<file path="config.mk">
export PLATFORM = sky130hd
export DESIGN_NAME = floppy_reg_bank
export DESIGN_NICKNAME = d
export VERILOG_FILES = /design/src/rtl/floppy_pkg.sv /design/src/rtl/floppy_lookup.sv /design/src/rtl/floppy_reg_bank.sv
export SDC_FILE = /design/constraint.sdc
export NUM_CORES = 1
export LEC_CHECK = 0
export BUFFER_PORTS_ARGS = -buffer_cell sky130_fd_sc_hd__buf_4
export CAP_MARGIN = 30
export CORE_MARGIN = 2
export CORE_UTILIZATION = 52
export DETAILED_ROUTE_END_ITERATION = 8
export GPL_TIMING_DRIVEN = 0
export HOLD_SLACK_MARGIN = 0.12
export PLACE_DENSITY = 0.81
export SYNTH_ARGS = -nofsm -noshare
export SYNTH_HDL_FRONTEND = slang
export SYNTH_SLANG_ARGS = --single-unit
</file>
<file path="constraint.sdc">
create_clock -name clk -period 12.15 [get_ports clk]
set_input_delay 2.43 -clock clk [delete_from_list [all_inputs] [get_ports clk]]
set_output_delay 2.43 -clock clk [all_outputs]
set_load 0.05 [all_outputs]
</file>
<file path="src/rtl/floppy_pkg.sv">
// Shared register map, channel bit positions and widths for the floppy register bank.
package floppy_pkg;

  localparam int ADDR_W  = 6;
  localparam int DATA_W  = 8;
  localparam int NOTE_W  = 7;
  localparam int SP_W    = 23;
  localparam int MAX_CH  = 8;

  localparam logic [ADDR_W-1:0] ADDR_CH_BASE = 6'h00;
  localparam logic [ADDR_W-1:0] ADDR_CTRL    = 6'h20;
  localparam logic [ADDR_W-1:0] ADDR_STATUS  = 6'h21;
  localparam logic [ADDR_W-1:0] ADDR_TIMEOUT = 6'h22;

  localparam int CH_EN_BIT        = 7;
  localparam int CH_NOTE_MSB      = 6;
  localparam int CTRL_ALL_OFF_BIT = 0;

endpackage

</file>
<file path="src/rtl/floppy_lookup.sv">
// MIDI note to step-period setpoint: per-semitone period of octave -1 at 50 MHz,
// halved once per octave above it.
module floppy_lookup
  import floppy_pkg::*;
(
  input  logic [NOTE_W-1:0] note,
  output logic [SP_W-1:0]   setpoint
);

  logic [NOTE_W-1:0] octave;
  logic [NOTE_W-1:0] semitone;
  logic [SP_W-1:0]   base;

  always_comb begin
    // NOTE: every variable written here gets a default first so no latch is inferred.
    base     = 23'd3239623;
    octave   = note / 7'd12;
    semitone = note - octave * 7'd12;
    case (semitone)
      7'd0:    base = 23'd6115610;
      7'd1:    base = 23'd5772367;
      7'd2:    base = 23'd5448389;
      7'd3:    base = 23'd5142567;
      7'd4:    base = 23'd4853963;
      7'd5:    base = 23'd4581532;
      7'd6:    base = 23'd4324383;
      7'd7:    base = 23'd4081666;
      7'd8:    base = 23'd3852571;
      7'd9:    base = 23'd3636364;
      7'd10:   base = 23'd3432265;
      default: base = 23'd3239623;
    endcase
    setpoint = base >> octave;
  end

endmodule

</file>
<file path="src/rtl/floppy_reg_bank.sv">
// Floppy-drive music register bank: channel note/enable registers, CTRL, STATUS.
// Define FLOPPY_AUTO_OFF_EN to add the TIMEOUT register and 10 ms auto-off hold counters.
module floppy_reg_bank
  import floppy_pkg::*;
#(
  parameter int NUM_CH = 4,
  parameter int CLK_HZ = 50000000
) (
  input  logic                   clk,
  input  logic                   rst,
  input  logic [ADDR_W-1:0]      reg_addr,
  input  logic                   write,
  input  logic                   new_req,
  input  logic [DATA_W-1:0]      write_value,
  output logic [DATA_W-1:0]      read_value,
  output logic [DATA_W-1:0]      led,
  output logic [NUM_CH*SP_W-1:0] f_sp,
  output logic [NUM_CH-1:0]      f_en
);

  logic [DATA_W-1:0] ch_reg [NUM_CH];
  logic [NUM_CH-1:0] ch_wr;
  logic [NUM_CH-1:0] expire;
  logic [DATA_W-1:0] rd_mux;
  logic              wr_en;
  logic              rd_req;
  logic              all_off;

  assign wr_en   = new_req && write;
  assign rd_req  = new_req && !write;
  assign all_off = wr_en && (reg_addr == ADDR_CTRL) && write_value[CTRL_ALL_OFF_BIT];
  assign led     = ch_reg[0];

  for (genvar n = 0; n < NUM_CH; n++) begin : g_ch
    assign ch_wr[n] = wr_en && (reg_addr == ADDR_CH_BASE + ADDR_W'(n));
    assign f_en[n]  = ch_reg[n][CH_EN_BIT];

    floppy_lookup u_lookup (
      .note     (ch_reg[n][CH_NOTE_MSB:0]),
      .setpoint (f_sp[n*SP_W +: SP_W])
    );
  end

`ifdef FLOPPY_AUTO_OFF_EN
  localparam int unsigned TICK_DIV = (CLK_HZ >= 200) ? CLK_HZ / 100 : 2;
  localparam int          PRE_W    = $clog2(TICK_DIV);

  logic [PRE_W-1:0]  pre_cnt;
  logic              tick;
  logic [DATA_W-1:0] timeout;
  logic [DATA_W-1:0] hold [NUM_CH];

  assign tick = (pre_cnt == PRE_W'(TICK_DIV - 1));

  for (genvar n = 0; n < NUM_CH; n++) begin : g_exp
    assign expire[n] = tick && (hold[n] == 8'd1) && ch_reg[n][CH_EN_BIT] && (timeout != '0);
  end

  always_ff @(posedge clk) begin
    if (rst) begin
      pre_cnt <= '0;
      timeout <= '0;
      for (int n = 0; n < NUM_CH; n++) hold[n] <= '0;
    end else begin
      pre_cnt <= tick ? '0 : pre_cnt + 1'b1;
      if (wr_en && (reg_addr == ADDR_TIMEOUT)) timeout <= write_value;
      for (int n = 0; n < NUM_CH; n++) begin
        // A channel write blocks this cycle's decrement; only a note-on reloads.
        if (ch_wr[n]) begin
          if (write_value[CH_EN_BIT]) hold[n] <= timeout;
        end else if (all_off) begin
          hold[n] <= '0;
        end else if (tick && (hold[n] != '0) && ch_reg[n][CH_EN_BIT]) begin
          hold[n] <= hold[n] - 1'b1;
        end
      end
    end
  end
`else
  assign expire = '0;
`endif

  always_comb begin
    rd_mux = '0;
    for (int n = 0; n < NUM_CH; n++) begin
      if (reg_addr == ADDR_CH_BASE + ADDR_W'(n)) rd_mux = ch_reg[n];
    end
    if (reg_addr == ADDR_STATUS) rd_mux[NUM_CH-1:0] = f_en;
`ifdef FLOPPY_AUTO_OFF_EN
    if (reg_addr == ADDR_TIMEOUT) rd_mux = timeout;
`endif
  end

  // NOTE: sequential state uses non-blocking assignments only, so every reader sees pre-edge values.
  always_ff @(posedge clk) begin
    if (rst) begin
      read_value <= '0;
      // NOTE: the register file is small and its reset state is architectural, so it is cleared explicitly.
      for (int n = 0; n < NUM_CH; n++) ch_reg[n] <= '0;
    end else begin
      if (rd_req) read_value <= rd_mux;
      for (int n = 0; n < NUM_CH; n++) begin
        if (ch_wr[n])                  ch_reg[n]            <= write_value;
        else if (all_off || expire[n]) ch_reg[n][CH_EN_BIT] <= 1'b0;
      end
    end
  end

endmodule

</file>
==> flow_summary.toml, run 1 <==
[route]
routed_wire_length_per_instance_um = 17.83
drc = 0
drt-vias-per-instance = 6.537
detail_route.first_pass.iterations = 8
totalWireLength_mm = 30.66
detailedRoute.firstIterationViolations = 1509
detailroute.via_count = 11244
ant_nets = 0

[clock_network]
cts_tree = "done"
post-cts-setup-buffers = 0
clkLatencyLatePin_ps = 280
cts_max_path_buffers = 2
clkSlewWorstSetupHoldPaths_ps = 60
h-tree-depth = 2
cts.sinks = 40
post_cts.resized_instances = 0
cell_at_the_root_of_the_clock_tree = "clkbuf_16"
cts_hold_buffers = 0
tritoncts.num_buffers = 5

[synth]
synthesis.area_um2 = 9335
postSynthRegisterBits = 40
cells_after_synthesis = 1359
synth_async_sr_flop_share_pct = 0
ys_dominant_reg_cell = "edfxtp_1"
synth-seq-area-share_pct = 12.01
netlist-cell-type-count = 96
synth_warnings = 0
synth_nets = 1434
synth-edff-count = 32
syn_area_per_cell_um2 = 6.869

[layout]
fraction_of_the_core_area_covered_by_cells_at_the_end_of_the_flow_pct = 61.53
drive_gt1_share_pct = 15.52
fillerInstances = 1668
final_net_count = 1569
antenna_cells = 0
largest_register_ff_count = 32
area_growth_pct = 14.80

[timing]
layout_min_cycle_time_ps = 9434
setup_repair_after_global_routing_missed_its_margin = "false"
fin_worst_skew_ps = 3.882
timing_max_transition_violations_final = 0
tightest_slew_ps = 899.1
fin_crit_sh_pct = 77.65
fmaxAchievable_mhz = 106.0
timing.final.setup_violations = 0
timing_hold_violations_final = 0
setup_total_negative_slack_ps = 0
slew_headroom_pct = 39.22

[worst_setup_path]
worstPathCellList = "clkbuf_1, inv_1, ha_1, and4bb_2, nand3_1, a21oi_1, nand2b_1, clkbuf_1, clkinv_1, clkbuf_1, fa_1, inv_1, ha_1, nand2b_1, or4_1, a32o_1, mux2i_1, buf_4, buf_4, o211ai_1, mux2i_1, a21oi_1, a22oi_1, buf_4"
critical_path.max_fanout = 12
critical-path-top-delay-family = "buffers and inverters"
timing_worst_setup_path_type = "reg -> out"
rrSetupSlack_ps = 10470
worstPathBufferInverterCount = 9
critPathMaxStageDelay_ps = 600
crit_required_ps = 9720
timing.critical_path.arrival_ps = 7000
crit_slowest_cell = "fa_1"
crit_path_end_kind = "output port"
start_kind = "register"

[power_and_ir_drop]
leakage_nw = 4.343
powerDensity_nw_per_um2 = 152.7
vdd.ir_drop.worst_v = 0.0001314

[floorplanning]
die-height_um = 138.0
floorplan.core_area_um2 = 17420
die_width_um = 138.0
io_pins = 130
initial_utilization_pct = 53.60
die-area_um2 = 19040
number_of_core_rows = 48

[placement]
numPortBuffers = 127
gp_routability_congestion = 1.010
dp_hpwl_mm = 23.91

[grt]
largest_net_degree_at_the_start_of_global_routing = 14
globalRoute.totalOverflow = 0
antenna_violations_before_repair = 0
first_global_vias = 9737
grt_pass1_wl_mm = 48.44
grt.total_usage_pct = 30.86

[hold_path]
hp-class = "reg -> reg"

[flow_run]
cap_violations = 0

[status]
result_of_the_run = "completed"
final timing paths:
| kind | start | endpoint | cells past startpoint |
|---|---|---|---|
| max | ch_reg[0][0]$_SDFFCE_PN0P_ | f_sp[8] | 24 |
| min reg2reg | read_value[7]$_SDFFE_PP0P_ | read_value[7]$_SDFFE_PP0P_ | 2 |
| max reg2reg | ch_reg[0][6]$_SDFFCE_PN0P_ | read_value[6]$_SDFFE_PP0P_ | 7 |
| min | read_value[7]$_SDFFE_PP0P_ | read_value[7]$_SDFFE_PP0P_ | 2 |
final cells by class:
type                            instances  area, um2  area share (%)
Buffer                                115      541.8           5.055
Clock buffer                            6      128.9           1.203
Clock inverter                          2      12.51          0.1168
Inverter                               64      240.2           2.242
Multi-Input combinational cell       1140       7432           69.35
Sequential cell                        40       1121           10.46
Tap cell                              225      281.5           2.627
Timing Repair Buffer                  128      958.4           8.943
cell families (layout without fill, tap and decap cells):
kind of cell / after synthesis / in the layout / share of synthesized area (%)
muxes: 46 / 46 / 5.200
xor gates and xnor gates: 25 / 25 / 2.654
DFF: 40 / 40 / 12.01
adders and majority gates: 58 / 58 / 8.390
AOI/OAI and AO/OA: 543 / 543 / 38.48
buffers and inverters: 179 / 315 / 8.377
and+or+nand+nor: 468 / 468 / 24.89
through the flow:
| step | setup slack (ps) | power [W] | cells | area [um2] | hold slack (ps) |
|---|---|---|---|---|---|
| detailed placement | 3178 | 0.001476 | 1711 | 10570 | 485.5 |
| finish | 2716 | 0.001636 | 1720 | 10720 | 504.1 |
| CTS | 2857 | 0.001607 | 1719 | 10710 | 493.6 |
| global route | 2326 | 0.001741 | 1720 | 10720 | 510.3 |
| global placement | 3263 | 0.001470 | 1711 | 10570 | 486.9 |
| floorplan | 3343 | 0.001157 | 1359 | 9335 | 675.0 |
layout by cell type, fill, tap and decap left out, types with 9 or more instances in the layout:
cell type	instances
a21o_1	13
o21a_1	9
o22ai_1	18
nor2_1	119
a21oi_1	118
o221ai_1	9
nor3_1	30
clkbuf_1	67
a22oi_1	24
nand2b_1	29
a221oi_1	12
o21ai_0	125
nor4_1	15
a31oi_1	26
o31ai_1	15
o211ai_1	19
nand3_1	28
mux2_2	10
edfxtp_1	32
o21ai_1	20
xnor2_1	15
buf_2	28
nor2b_1	32
nand2_1	123
mux2i_1	35
a211oi_1	33
and2_1	44
buf_4	141
inv_1	53
ha_1	49
synth_stat cells, types with 7 or more instances:
cell	number	area share, %
and3_1	7	0.47
buf_2	28	1.5
o21a_1	9	0.72
nand2b_1	29	1.9
o21ai_0	125	6.7
o21ai_1	20	1.1
fa_1	8	1.7
xor2_1	8	0.75
edfxtp_1	32	10
inv_2	8	0.32
nor2_1	119	4.8
clkbuf_1	66	2.7
o31ai_1	15	1.2
nor3_1	30	1.6
inv_1	53	2.1
dfxtp_1	8	1.7
nand3_1	28	1.5
o22ai_1	18	1.2
buf_4	14	1.1
nor4_1	15	1.0
a32oi_1	8	0.75
o2bb2ai_1	7	0.66
a211o_1	7	0.66
a21o_1	13	1.0
xnor2_1	15	1.4
o221ai_1	9	0.84
nor2b_1	32	2.1
a21oi_1	118	6.3
and2_1	44	2.9
a211oi_1	33	2.7
or3_1	7	0.47
a221oi_1	12	1.1
ha_1	49	6.6
mux2_2	10	1.2
o211ai_1	19	1.5
a31oi_1	26	1.7
mux2i_1	35	3.8
a22o_1	8	0.75
nand2_1	123	4.9
nand3b_1	8	0.64
a22oi_1	24	1.9
where the power goes:
group | leakage (nW) | internal, W | switching [W]
clock | 0.0669 | 0.0000758 | 0.0000531
combinational | 3.91 | 0.000430 | 0.000912
sequential | 0.369 | 0.000155 | 0.00000979
total | 4.34 | 0.000661 | 0.000975
metal layers:
metal	GRT usage (%)	part of all wire [%]
met5	0	0
met2	48.98	44
met3	4.057	9.6
met4	5.385	1.3
met1	45.18	45
worst reg2reg max path: stages, from the launching register on:
cell and delay [ps]:
edfxtp_1 450, buf_2 250, inv_1 60, o21ai_0 240, o221ai_1 210, nor3_1 240
a21oi_1 70, nor2_1 90
Power figures use the tool's default switching activity.
==> run 2, diff against run 1 <==
clock period = 8.7 ns   (was 12.15 ns; I/O delays follow)
==> flow_summary.toml, run 2 (synthesis gave the netlist of run 1 again) <==
[layout]
drive_gt1_share_pct = 15.79
fillerInstances = 1670
final_cells = 1720
final_common_cell = "buf_4"
final_net_count = 1569
antenna_cells = 0
area_growth_pct = 14.94
most-common-layout-cells = "buf_4, o21ai_0, nand2_1"
largest_register_ff_count = 32

[route]
met3_length_mm = 2.716
drc = 0
totalWireLength_mm = 30.75
route.top_layer_used = "met4"
wl_met1_mm = 13.93
drt-vias-per-instance = 6.540
detailedRoute.firstIterationViolations = 1461
ant_nets = 0
routed_wire_length_per_instance_um = 17.88
detail_route.first_pass.iterations = 5
detailroute.via_count = 11249
routed-wl-met2_mm = 13.62

[clock_network]
cts_tree = "done"
clkSlewWorstSetupHoldPaths_ps = 60
cts_hold_buffers = 0
cts.sinks = 40
cts_max_path_buffers = 2
tritoncts.num_buffers = 5
cell_at_the_root_of_the_clock_tree = "clkbuf_16"
post-cts-setup-buffers = 0
h-tree-depth = 2
clkLatencyLatePin_ps = 290

[placement]
dp.cells = 1711
numPortBuffers = 127
gp_routability_congestion = 1.010
dp_hpwl_mm = 23.91
place_ws_ps = 417.7

[worst_setup_path]
crit_slowest_cell = "edfxtp_1"
crit_required_ps = 6960
rrSetupSlack_ps = 7050
timing.critical_path.arrival_ps = 6580
timing_worst_setup_path_type = "reg -> out"
worstPathCellList = "clkbuf_1, inv_1, ha_1, nor4bb_1, o211ai_1, a211o_1, a221oi_4, inv_2, buf_6, ha_1, fa_1, inv_1, ha_1, nand2b_1, or4_1, a32o_1, mux2i_1, buf_4, buf_4, o211ai_1, mux2i_1, a21oi_1, a22oi_1, buf_4"
critical_path.max_fanout = 11
crit_path_start = "ch_reg[0][0]$_SDFFCE_PN0P_"
worst_r2r_endpoint = "read_value[6]$_SDFFE_PP0P_"
start_kind = "register"
crit_path_end_kind = "output port"
critPathMaxStageDelay_ps = 480
worst_r2r_path_depth = 7
worstReg2RegStart = "ch_reg[0][6]$_SDFFCE_PN0P_"
cp-endpoint = "f_sp[8]"

[power_and_ir_drop]
post-layout-total-power_w = 0.002290
powerDensity_nw_per_um2 = 213.4
vdd.ir_drop.worst_v = 0.0001834
leakage_nw = 4.352

[timing]
fin_worst_skew_ps = 4.299
timing_hold_violations_final = 0
slew_headroom_pct = 41.63
timing.final.setup_violations = 0
layout_min_cycle_time_ps = 8323
fmaxAchievable_mhz = 120.1
tightest_slew_ps = 863.4
setup_total_negative_slack_ps = 0
timing.final.ws_setup_ps = 376.8
setup_repair_after_global_routing_missed_its_margin = "false"
fin_crit_sh_pct = 95.67
timing_max_transition_violations_final = 0

[floorplanning]
die_width_um = 138.0
floorplan.core_area_um2 = 17420
initial_utilization_pct = 53.60
io_pins = 130
number_of_core_rows = 48
die-height_um = 138.0
die-area_um2 = 19040

[grt]
antenna_violations_before_repair = 0
grt_pass1_wl_mm = 48.44
globalRoute.totalOverflow = 0
first_global_vias = 9737
largest_net_degree_at_the_start_of_global_routing = 14
grt.total_usage_pct = 30.86

[flow_run]
cap_violations = 0

[status]
result_of_the_run = "completed"

[hold_path]
hp-class = "reg -> reg"
timing.hold.worst.start = "read_value[7]$_SDFFE_PP0P_"
## run 2: metrics by stage
step / utilization, % / cell area [um2] / hold slack [ps]
after CTS: 61.50 / 10710 / 493.6
after global placement: 60.69 / 10570 / 486.9
after detailed placement: 60.69 / 10570 / 485.5
final: 61.61 / 10730 / 503.6
after global routing: 61.61 / 10730 / 510.3
after floorplan: - / 9335 / 675.0
## run 2: critical path: cells and delay by family, from the launching register on
family / cells / cell delay [ps]
compound gates: 7 / 1590
mux: 2 / 550
fa+ha+maj: 4 / 1330
flops: 1 / 480
buf+inv: 8 / 1500
simple gates: 3 / 840
## run 2: worst min-delay path by stage
stage / slack, ps / cells past startpoint / end
after floorplan: 680 / 2 / read_value[7]$_SDFFE_PP0P_
after global placement: 490 / 2 / read_value[7]$_SDFFE_PP0P_
after detailed placement: 490 / 2 / read_value[7]$_SDFFE_PP0P_
after CTS: 490 / 2 / read_value[7]$_SDFFE_PP0P_
after global routing: 510 / 2 / read_value[7]$_SDFFE_PP0P_
final: 500 / 2 / read_value[7]$_SDFFE_PP0P_
## run 2: area by class of cell
cell class                      count  area [um2]  share of cell area (%)
Buffer                            115       544.3                   5.072
Clock inverter                      2       12.51                  0.1166
Sequential cell                    40        1121                   10.45
Multi-Input combinational cell   1140        7443                   69.37
Clock buffer                        6       128.9                   1.201
Tap cell                          225       281.5                   2.624
Inverter                           64       240.2                   2.239
Timing Repair Buffer              128       958.4                   8.932
## run 2: power breakdown
part	internal (W)	leakage, nW	total [W]	switching, W
clock	0.000106	0.0669	0.000181	0.0000754
sequential	0.000216	0.369	0.000230	0.0000139
combinational	0.000602	3.92	0.00188	0.00128
total	0.000924	4.35	0.00229	0.00137
## run 2: timing repair
item,4_1_cts,5_1_grt
resized for setup,0,7
setup endpoints to repair,0,20
endpoints found under the hold margin,0,0
## run 2: routing by layer
metal  track usage, %  up-vias
li1                 -     5350
met1            45.18     5202
met2            48.98      631
met3            4.057       66
met4            5.385        0
met5                0        -
